### config.mk
export PLATFORM = sky130hd
export DESIGN_NAME = div_sequencer
export DESIGN_NICKNAME = d
export VERILOG_FILES = /design/src/rtl/div_sequencer_pkg.sv /design/src/rtl/div_sequencer_div_step.sv /design/src/rtl/div_sequencer.sv
export SDC_FILE = /design/constraint.sdc
export NUM_CORES = 1
export LEC_CHECK = 0
export ABC_CLOCK_PERIOD_IN_PS = 6600
export BUFFER_PORTS_ARGS = -buffer_cell sky130_fd_sc_hd__buf_2
export CORE_MARGIN = 3
export CORE_UTILIZATION = 45
export CTS_CLUSTER_SIZE = 30
export DETAILED_ROUTE_END_ITERATION = 10
export GPL_TIMING_DRIVEN = 0
export PLACE_DENSITY = 0.69
export SETUP_SLACK_MARGIN = 0.3
export SLEW_MARGIN = 20
export SYNTH_ARGS = -nofsm -noshare
export SYNTH_HDL_FRONTEND = slang
export SYNTH_SLANG_ARGS = --single-unit
export TNS_END_PERCENT = 5
### constraint.sdc
create_clock -name CLK -period 6.6 [get_ports CLK]
set_input_delay 0.99 -clock CLK [delete_from_list [all_inputs] [get_ports CLK]]
set_output_delay 0.99 -clock CLK [all_outputs]
set_load 0.02 [all_outputs]
### src/rtl/div_sequencer_pkg.sv
// Shared constants for the RV32M divide sequencer: ALU select codes,
// FSM state encoding and op-class helpers.
package div_sequencer_pkg;

  localparam logic [4:0] ALU_DIV  = 5'b01111;
  localparam logic [4:0] ALU_DIVU = 5'b10000;
  localparam logic [4:0] ALU_REM  = 5'b10001;
  localparam logic [4:0] ALU_REMU = 5'b10010;

  localparam logic [31:0] INT_MIN  = 32'h8000_0000;
  localparam logic [31:0] ALL_ONES = 32'hFFFF_FFFF;

  localparam int CNT_W = 5;

  typedef enum logic [1:0] {
    DIV_IDLE = 2'd0,
    DIV_CALC = 2'd1,
    DIV_FIN  = 2'd2
  } div_state_e;

  function automatic logic is_div_op(input logic [4:0] sel);
    return (sel == ALU_DIV) || (sel == ALU_DIVU) || (sel == ALU_REM) || (sel == ALU_REMU);
  endfunction

  function automatic logic is_signed_op(input logic [4:0] sel);
    return (sel == ALU_DIV) || (sel == ALU_REM);
  endfunction

  function automatic logic is_rem_op(input logic [4:0] sel);
    return (sel == ALU_REM) || (sel == ALU_REMU);
  endfunction

endpackage

### src/rtl/div_sequencer_div_step.sv
// One radix-2 restoring division iteration; purely combinational so it can
// be chained for a multi-bit-per-cycle variant.
module div_step #(
  parameter int XLEN = 32
) (
  input  logic [XLEN-1:0] rem_i,
  input  logic [XLEN-1:0] quo_i,
  input  logic [XLEN-1:0] divisor_i,
  output logic [XLEN-1:0] rem_o,
  output logic [XLEN-1:0] quo_o
);

  logic [XLEN:0]   shifted;
  logic [XLEN-1:0] diff;
  logic            ge;

  // Compare on XLEN+1 bits so the shifted-out top bit of rem is not lost.
  assign shifted = {rem_i, quo_i[XLEN-1]};
  assign ge      = shifted >= {1'b0, divisor_i};
  assign diff    = shifted[XLEN-1:0] - divisor_i;

  always_comb begin
    rem_o = shifted[XLEN-1:0];
    quo_o = {quo_i[XLEN-2:0], 1'b0};
    if (ge) begin
      rem_o = diff;
      quo_o = {quo_i[XLEN-2:0], 1'b1};
    end
  end

endmodule

### src/rtl/div_sequencer.sv
// EX-stage multi-cycle DIV/DIVU/REM/REMU sequencer: 32-step restoring divide
// with RISC-V special cases, registered RESULT and a one-cycle DONE pulse.
module div_sequencer
  import div_sequencer_pkg::*;
#(
  parameter int XLEN = 32
) (
  input  logic            CLK,
  input  logic            RESET,
  input  logic            START,
  input  logic [4:0]      SELECT,
  input  logic [XLEN-1:0] DATA1,
  input  logic [XLEN-1:0] DATA2,
  input  logic            FLUSH,
  output logic            BUSY,
  output logic            DONE,
  output logic [XLEN-1:0] RESULT
);

  div_state_e       state_q, state_d;
  logic [CNT_W-1:0] cnt_q, cnt_d;
  logic [4:0]       op_q, op_d;
  logic [XLEN-1:0]  rem_q, rem_d, quo_q, quo_d, dvsr_q, dvsr_d, result_q, result_d;
  logic             neg_q_q, neg_q_d, neg_r_q, neg_r_d;

  logic            sgn;
  logic [XLEN-1:0] a_abs, b_abs, step_rem, step_quo, q_fix, r_fix;

  assign sgn   = is_signed_op(SELECT);
  assign a_abs = (sgn && DATA1[XLEN-1]) ? (~DATA1 + 1'b1) : DATA1;
  assign b_abs = (sgn && DATA2[XLEN-1]) ? (~DATA2 + 1'b1) : DATA2;
  assign q_fix = neg_q_q ? (~step_quo + 1'b1) : step_quo;
  assign r_fix = neg_r_q ? (~step_rem + 1'b1) : step_rem;

  div_step #(.XLEN(XLEN)) u_step (
    .rem_i     (rem_q),
    .quo_i     (quo_q),
    .divisor_i (dvsr_q),
    .rem_o     (step_rem),
    .quo_o     (step_quo)
  );

  always_comb begin
    state_d  = state_q;
    cnt_d    = cnt_q;
    op_d     = op_q;
    rem_d    = rem_q;
    quo_d    = quo_q;
    dvsr_d   = dvsr_q;
    result_d = result_q;
    neg_q_d  = neg_q_q;
    neg_r_d  = neg_r_q;
    unique case (state_q)
      DIV_IDLE: begin
        if (START && !FLUSH && is_div_op(SELECT)) begin
          op_d    = SELECT;
          dvsr_d  = b_abs;
          neg_q_d = sgn & (DATA1[XLEN-1] ^ DATA2[XLEN-1]);
          neg_r_d = sgn & DATA1[XLEN-1];
          if (DATA2 == '0) begin
            result_d = is_rem_op(SELECT) ? DATA1 : ALL_ONES;
            state_d  = DIV_FIN;
          end else if (sgn && DATA1 == INT_MIN && DATA2 == ALL_ONES) begin
            result_d = is_rem_op(SELECT) ? '0 : INT_MIN;
            state_d  = DIV_FIN;
          end else begin
            rem_d   = '0;
            quo_d   = a_abs;
            cnt_d   = 5'd31;
            state_d = DIV_CALC;
          end
        end
      end
      DIV_CALC: begin
        if (FLUSH) begin
          state_d = DIV_IDLE;
        end else begin
          rem_d = step_rem;
          quo_d = step_quo;
          if (cnt_q == '0) begin
            result_d = is_rem_op(op_q) ? r_fix : q_fix;
            state_d  = DIV_FIN;
          end else begin
            cnt_d = cnt_q - 5'd1;
          end
        end
      end
      DIV_FIN:  state_d = DIV_IDLE;
      default:  state_d = DIV_IDLE;
    endcase
  end

  always_ff @(posedge CLK or negedge RESET) begin
    if (!RESET) begin
      state_q  <= DIV_IDLE;
      cnt_q    <= '0;
      op_q     <= '0;
      rem_q    <= '0;
      quo_q    <= '0;
      dvsr_q   <= '0;
      result_q <= '0;
      neg_q_q  <= 1'b0;
      neg_r_q  <= 1'b0;
    end else begin
      state_q  <= state_d;
      cnt_q    <= cnt_d;
      op_q     <= op_d;
      rem_q    <= rem_d;
      quo_q    <= quo_d;
      dvsr_q   <= dvsr_d;
      result_q <= result_d;
      neg_q_q  <= neg_q_d;
      neg_r_q  <= neg_r_d;
    end
  end

  assign BUSY   = (state_q != DIV_IDLE);
  assign DONE   = (state_q == DIV_FIN);
  assign RESULT = result_q;

endmodule

======== After elaboration in Yosys (flattened, before gate mapping) ========
Index checks and enable logic that the tools add are counted.
operators by class
  add/sub/neg operators ................... 6
  magnitude comparators ................... 1
  equal/unequal tests ..................... 18
  muxes and demuxes ....................... 37
  bitwise gates (word level) .............. 7
  reduce and logical (&&, ||, !) cells .... 23
operators with widths
  kind                     count
  $mux W32                 21
  $pmux W32 S2             3
  $add A32 B1 Y32 const B  4
  $not A32 Y32             4
  $eq A32 B32 Y1 const B   2
  $ge A33 B32 Y1           1
  $logic_not A32 Y1        1
  $sub A32 B32 Y32         1
  $eq A5 B5 Y1 const B     5
  $mux W5                  5
  $ne A2 B2 Y1 const B     6
  $mux W2                  5
  $pmux W5 S2              1
  $reduce_and A5 Y1        2
  $logic_and A1 B1 Y1      6
  $logic_or A1 B1 Y1       6
  $ne A3 B3 Y1 const B     2
  $reduce_and A6 Y1        1
  $eq A5 B4 Y1 const B     1
  $logic_not A5 Y1         1
  $sub A5 B1 Y5 const B    1
  $pmux W2 S2              1
  $reduce_and A2 Y1        2
  $reduce_bool A2 Y1       2
  7 further kinds          8
word-level totals
  register bits after elaboration ......... 142
  bits of input ports ..................... 73
  output and inout bits ................... 34
  word-level logic and storage cells ...... 101

======== Longest topological paths before layout ========
Gate-level depths: netlist (run 1).
  depth after elaboration ................. 9
  depth in mapped cells ................... 26

======== Modules after synthesis ========
From an unflattened synthesis (run 1), not the netlist that was laid out.
second synthesis, totals
  cell total of the unflattened synthesis .. 1450
  area, all modules ....................... 11698.7 um2
modules (own cells, without submodules)
  module         times used  cells each  area each (um2)  sequential area each (um2)
  div_sequencer  1           1095        9127.5           3553.4
  div_step       1           355         2571.2           0.0

======== Least setup slack after synthesis (run 1) ========
No wires, ideal clock.
  kind .................................... reg-to-reg
  start point ............................. register rem_q[5]
  end point ............................... register result_q[28], in the netlist RESULT[28]
  setup time .............................. 0.088 ns
  arrival time ............................ 4.810 ns
  required time ........................... 6.512 ns
  slack ................................... 1.702 ns
  cell stages (with the launch flop) ...... 23
  path through ............................ dfrtp_1 ha_1 buf_2 a21oi_2 o21ai_1 o211a_1 o21ai_2 nand2_8 inv_2 buf_2 buf_2 buf_1 ha_1 nand2b_1 nand2b_1 or3_1 nand2b_4 or3_1 o31ai_1 xnor2_1 o221ai_1 and2_1 a41oi_1
between the ends
  word-level cells in the longest chain between the ends .. 9
  elaborated cells on any way between the ends .. 14
ends and longest elaborated chain
  item                                                RTL line                                                    RTL
  start: declaration                                  div_sequencer.sv:23                                         logic [XLEN-1:0] rem_q, rem_d, quo_q, quo_d, dvsr_q, dvsr_d, result_q, result_d;
  start signal: assignment                            div_sequencer.sv:108                                        rem_q <= rem_d;
  $sub A32 B32 Y32 or $ge A33 B32 Y1 (tied branches)  div_sequencer_div_step.sv:20, div_sequencer_div_step.sv:19
  $mux W32 or $mux W1 (tied branches)                 div_sequencer_div_step.sv:25                                if (ge) begin
  $not A32 Y32, on equally long branches              div_sequencer.sv:33, div_sequencer.sv:32
  $add A32 B1 Y32, on equally long branches           div_sequencer.sv:33, div_sequencer.sv:32
  $mux W32, on equally long branches                  div_sequencer.sv:33, div_sequencer.sv:32
  $mux W32 (*)                                        div_sequencer.sv:81                                         result_d = is_rem_op(op_q) ? r_fix : q_fix;
  $mux W32 (*)                                        div_sequencer.sv:80                                         if (cnt_q == '0) begin
  $mux W32 (*)                                        div_sequencer.sv:75                                         if (FLUSH) begin
  $pmux W32 S2 (*)                                    div_sequencer.sv:53                                         unique case (state_q)
  end signal: assignment                              div_sequencer.sv:111                                        result_q <= result_d;
  end: declaration                                    div_sequencer.sv:23
Every way passes the cells marked *; elsewhere a longest branch is shown, timed or not. The select of a mux whose other input is x is not followed.
A chain may end at the register's enable or synchronous reset.

======== Final worst setup path (run 1) ========
  start point ............................. register rem_q[24]
  end point ............................... register result_q[30], in the netlist RESULT[30]
Same word-level chain as after synthesis.

==> flow_summary.yaml, run 1 <==
outcome:
  outcome: "completed"
critical_path:
  critical_path.max_stage_delay_ps: 560
  worstPathArrival_ps: 6330
  startpoint: "rem_q[24]"
  path_max_fanout: 10
  reg2regPathDepth: 20
  endpoint: "RESULT[30]"
  path_class: "reg2reg"
  r2r_start: "rem_q[24]"
  worstPathRequired_ps: 6950
  cp-end-kind: "flop"
  r2r_slack_ps: 620
  r2r_end: "RESULT[30]"
  path_cells: "ha_1 > nand2_1 > nor3_1 > nor3b_1 > nand4_1 > and4_4 > buf_6 > nand2_8 > buf_2 > buf_2 > buf_1 > nand2_1 > o21ai_0 > ha_1 > o221ai_2 > nor4b_4 > nand4bb_2 > o41ai_2 > xnor2_1 > o31ai_2"
  cp-start-kind: "flop"
  slowest_stage: "buf_1"
synthesis:
  ys_top_cells_by_count: "nand2_1 (235), o21ai_0 (179), dfrtp_1 (142)"
  yosysUniqueCellTypes: 88
  synth_edf_count: 0
  synth_warnings: 0
  synth_area_leaders: "dfrtp_1 (30%), o21ai_0 (7.7%), nand2_1 (7.6%)"
  synth_top_area_share_pct: 30.5
  syn_nets: 1628
  syn_area_per_cell_sq_um: 7.70
  synthFlopType: "dfrtp_1"
  synth_most_common_cell: "nand2_1"
  synth-async-reset-ratio_pct: 100
  ys_ff_latch: 142
  syn-cell-area_sq_um: 11700
  yosysTopAreaCell: "dfrtp_1"
  yosysSeqAreaShare_pct: 30.5
  syn_inst: 1515
grt:
  grt_pass1_vias: 11500
  grt_max_degree: 76
  gr-total-overflow: 0
  track_usage_pct: 28.6
  antenna_found_initial: 0
  grt_first_pass_wirelength_mm: 64.0
place:
  dp_hpwl_mm: 31.9
  place.gp.congestion: 0.952
  io_buffers: 106
floorplanning:
  core_area_sq_um: 25300
  die-area_sq_um: 27900
  initial_utilization_pct: 46.1
  core.rowCount: 58
  io_pins: 107
  die_h_um: 167
  die_w_um: 167
timing:
  slew_viol_final: 0
  worst_slew_pin_slew_ps: 919
  timing.fmax_mhz: 167
  slew_headroom_pct: 38.2
  setup_violations: 0
  fin_skew_ps: 14.6
  rsz0062_at_grt: "false"
  hold_viol_final: 0
  layout_min_cycle_time_ps: 5980
  fin_crit_sh_pct: 90.6
  setup_tns_ps: 0
pwr:
  peakVddDrop_mv: 0.312
  switching_share_pct: 54.3
  pwr-share-clk_pct: 11.7
  pwr_density_cell_nw_per_um2: 628
  power_uw: 8300
  p_int_uw: 3800
  p_sw_uw: 4510
  p_seq_share_pct: 20.3
  p_comb_share_pct: 67.9
  power.leakage_uw: 0.00561
cells_and_area:
  drive_gt1_share_pct: 12.1
  n_fill_cell: 2478
  multi_input_area_sq_um: 7570
  antenna-diode-count: 0
  area_growth_pct: 13.3
  fin_nets: 1754
  seqCellArea_sq_um: 3550
clock_network:
  root_buffer: "clkbuf_16"
  clockBufferDepth: 2
  clock_latency_ps: 440
  clock-sinks: 142
  cts_tree: "done"
  cts_buffers: 17
  htree_levels: 4
  cts_setup_buffers: 0
  clk_pin_slew_ps: 70
  cts-resized-gates: 0
  cts_hold_buf: 0
routing:
  totalWireLength_mm: 40.6
  num_vias: 12100
  drc_errors: 0
  drt_iter0_drc: 1264
  drt_pass1_iterations: 8
  viasPerCell: 6.10
  wl_per_cell_um: 20.5
  postRouteAntennaNets: 0
run:
  maxCapViolCount: 0
hold_path:
  hp-class: "reg2reg"
## critical path, delay by kind of cell, from the launching register on
| family | cells | cell delay [ps] |
|---|---|---|
| AND/OR/NAND/NOR | 9 | 2310 |
| buffers and inverters | 4 | 1290 |
| AO/OA/AOI/OAI | 4 | 990 |
| adder cells (fa/ha/maj) | 2 | 730 |
| flip-flops | 1 | 420 |
| XOR/XNOR | 1 | 140 |
## layout by cell type, fill, tap and decap left out, types with 10 or more instances in the layout
master     Yosys  final
a21o_1        11     11
o21ai_0      179    179
mux2i_1       18     18
a31oi_1       10     10
xor2_1        61     61
o221ai_1      13     13
nand2b_1      11     11
o31ai_1       30     30
inv_1         55     55
o21ai_1       18     18
clkbuf_16      0     17
dfrtp_1      142    142
a21oi_1      125    125
nand2_1      235    235
clkbuf_1      53     54
o41ai_1       12     12
nand4_1       18     18
nand3_1       15     15
or4_1         15     15
or3_1         19     19
nor2_1       135    135
ha_1          39     39
buf_2         16    121
a211oi_1      16     16
xnor2_1       79     79
nor3_1        27     27
nor4_1        16     16
## worst min-delay path by stage
stage / cells after the start / slack (ps) / end / from
floorplan: 2 / 450 / op_q[3] / op_q[3]
global placement: 2 / 450 / RESULT[2] / RESULT[2]
detailed placement: 2 / 450 / RESULT[2] / RESULT[2]
finish: 2 / 460 / RESULT[2] / RESULT[2]
global route: 1 / 500 / cnt_q[4] / cnt_q[4]
CTS: 2 / 470 / RESULT[2] / RESULT[2]
## cell families after synthesis
| group | after synthesis | share of synthesized area, % |
|---|---|---|
| fa+ha+maj | 40 | 4.35 |
| mux | 21 | 1.96 |
| compound gates | 497 | 26.5 |
| flops | 142 | 30.5 |
| xor+xnor | 140 | 10.5 |
| buf+inv | 136 | 4.66 |
| simple gates | 539 | 21.6 |
## area by class of cell
cell class / instances / share of cell area (%)
Clock inverter: 13 / 0.966
Clock buffer: 19 / 3.35
Tap cell: 330 / 3.12
Sequential cell: 142 / 26.9
Inverter: 56 / 1.59
Timing Repair Buffer: 107 / 4.30
Buffer: 80 / 2.53
Multi-Input combinational cell: 1237 / 57.3
## metrics by stage
step / instances / instance area (sq um) / worst slack, ps / utilization, % / hold WS, ps
floorplan: 1515 / 11700 / 1700 / - / 447
global placement: 1951 / 12600 / 627 / 49.8 / 450
detailed placement: 1952 / 12600 / 628 / 49.9 / 451
CTS: 1984 / 13200 / 586 / 52.2 / 466
global route: 1984 / 13200 / 317 / 52.2 / 496
finish: 1984 / 13200 / 618 / 52.2 / 460
## power groups by stage
stage	Combinational, uW	Clock [uW]	Sequential (uW)
floorplan	4010	0	1650
global placement	5460	0	1680
detailed placement	5520	0	1690
CTS	5550	979	1670
global route	6230	1010	1730
finish	5640	975	1690
## per-layer routing
layer / vias up / wire length [um] / share of wire (%) / track usage (%)
met5: - / 0 / 0 / 0
met4: 0 / 1360 / 3.3 / 10.3
met3: 83 / 3130 / 7.7 / 4.53
met2: 514 / 17800 / 44 / 43.5
met1: 5819 / 18300 / 45 / 41.3
li1: 5695 / - / - / -
## state kept, by name, summed over array words and instances, names as in the netlist
| signal | cells |
|---|---|
| RESULT | 32 |
| dvsr_q | 32 |
| quo_q | 32 |
| rem_q | 32 |
| cnt_q | 5 |
| op_q | 5 |
| state_q | 2 |
| neg_q_q | 1 |
| neg_r_q | 1 |
Power figures use the tool's default switching activity.
==> run 2, diff against run 1 <==
Settings changed: PLACE_DENSITY 0.69 to 0.61.
==> flow_summary.yaml, run 2 (synthesis gave the netlist of run 1 again) <==
timing:
  hold_viol_final: 0
  slew_headroom_pct: 41.7
  rsz0062_at_grt: "false"
  layout_min_cycle_time_ps: 5780
  worst_slew_pin_slew_ps: 869
  setup_ws_ps: 817
  slew_viol_final: 0
  setup_tns_ps: 0
  timing.fmax_mhz: 173
  fin_skew_ps: 16.8
  fin_crit_sh_pct: 87.6
  setup_violations: 0
place:
  io_buffers: 106
  place.gp.congestion: 0.958
  pre_cts_slack_ps: 627
  dp_hpwl_mm: 32.4
floorplanning:
  die_h_um: 167
  die_w_um: 167
  initial_utilization_pct: 46.1
  core.rowCount: 58
  io_pins: 107
  die-area_sq_um: 27900
  core_area_sq_um: 25300
run:
  maxCapViolCount: 0
routing:
  totalWireLength_mm: 41.4
  viasPerCell: 6.02
  drt_iter0_drc: 1147
  wl_per_cell_um: 20.9
  num_vias: 12000
  postRouteAntennaNets: 0
  drt_pass1_iterations: 6
  drc_errors: 0
critical_path:
  path_class: "reg2reg"
  startpoint: "dvsr_q[6]"
  worstPathRequired_ps: 6950
  path_max_fanout: 10
  r2r_start: "dvsr_q[6]"
  path_cells: "inv_1 > ha_1 > buf_2 > a21oi_2 > o21ai_1 > o211a_1 > o21ai_4 > nand2_8 > inv_2 > buf_2 > buf_2 > clkbuf_2 > ha_1 > nand2b_1 > nand2b_1 > or3_1 > nand2b_4 > or3_1 > o31ai_1 > xnor2_1 > o221ai_1 > and2_1 > a41oi_1"
  r2r_end: "RESULT[28]"
  critical_path.max_stage_delay_ps: 430
  slowest_stage: "or3_1"
  r2r_slack_ps: 820
  worstPathArrival_ps: 6130
  cp-end-kind: "flop"
  reg2regPathDepth: 23
  cpMostUsedCell: "buf_2"
  cp-start-kind: "flop"
pwr:
  peakVddDrop_mv: 0.246
  pwr_density_cell_nw_per_um2: 633
  power.leakage_uw: 0.00564
cells_and_area:
  n_fill_cell: 2520
  antenna-diode-count: 0
  final_common_cell: "nand2_1"
  drive_gt1_share_pct: 12.2
  seqCellArea_sq_um: 3550
  layout.cells.most_common_list: "nand2_1 (235), o21ai_0 (179), dfrtp_1 (142)"
  fin_nets: 1754
  multi_input_area_sq_um: 7580
  utilization_pct: 52.3
  area_growth_pct: 13.6
grt:
  gr-total-overflow: 0
  grt_pass1_vias: 11200
  grt_max_degree: 83
  antenna_found_initial: 0
  track_usage_pct: 28.9
  grt_first_pass_wirelength_mm: 63.7
clock_network:
  cts_setup_buffers: 0
  clockBufferDepth: 2
  clk_pin_slew_ps: 70
  clock-sinks: 142
  cts_hold_buf: 0
  cts_tree: "done"
  clock_latency_ps: 440
  htree_levels: 4
  root_buffer: "clkbuf_16"
  cts_buffers: 17
hold_path:
  hp-class: "reg2reg"
  holdPathStages: 2
  min_to: "RESULT[2]"
  worstHoldStart: "RESULT[2]"
outcome:
  outcome: "completed"
[run 2: worst max-delay path: cells and delay by family, from the launching register on]
kind | cells | cell delay (ps)
buf+inv | 6 | 1260
flops | 1 | 380
fa+ha+maj | 2 | 490
xor+xnor | 1 | 160
simple gates | 7 | 1700
compound gates | 7 | 1680
[run 2: how the worst max path moves through the flow]
stage	to	slack (ps)	cells after the start
after CTS	RESULT[28]	570	22
final	RESULT[28]	820	23
after detailed placement	RESULT[28]	630	22
after global placement	RESULT[28]	620	22
after global routing	RESULT[28]	380	22
after floorplan	RESULT[28]	1700	22
[run 2: timing repair]
item	4_1_cts	5_1_grt
setup endpoints to repair	0	3
endpoints found under the hold margin	0	0
gates resized for setup	0	3
[run 2: layout make-up]
class / instances / area share [%]
multi-input cells: 1237 / 57.2
flip-flops and latches: 142 / 26.8
repair buffers: 107 / 4.29
clock buffers: 18 / 3.31
well taps: 330 / 3.12
plain buffers: 80 / 2.53
inverters: 56 / 1.59
clock inverters: 14 / 1.18
[run 2: per-stage QoR]
step                cells  hold slack [ps]  instance area [sq um]  total power [uW]
finish               1984              467                  13300              8390
global route         1984              509                  13300              9040
CTS                  1984              476                  13200              8300
detailed placement   1952              451                  12600              7260
global placement     1951              453                  12600              7200
floorplan            1515              447                  11700              5660
[run 2: metal layers]
layer	track usage [%]	share of wire, %	up-vias
li1	-	-	5697
met1	41.3	46	5708
met2	44.4	44	471
met3	5.70	7.5	77
met4	8.82	2.8	0
met5	0	0	-
[run 2: report_power, final]
part           switching (uW)  leakage [uW]  internal (uW)  total (uW)
Combinational            3670       0.00356           2010        5680
Clock                     442      0.000286            574        1020
Sequential                444       0.00179           1250        1690
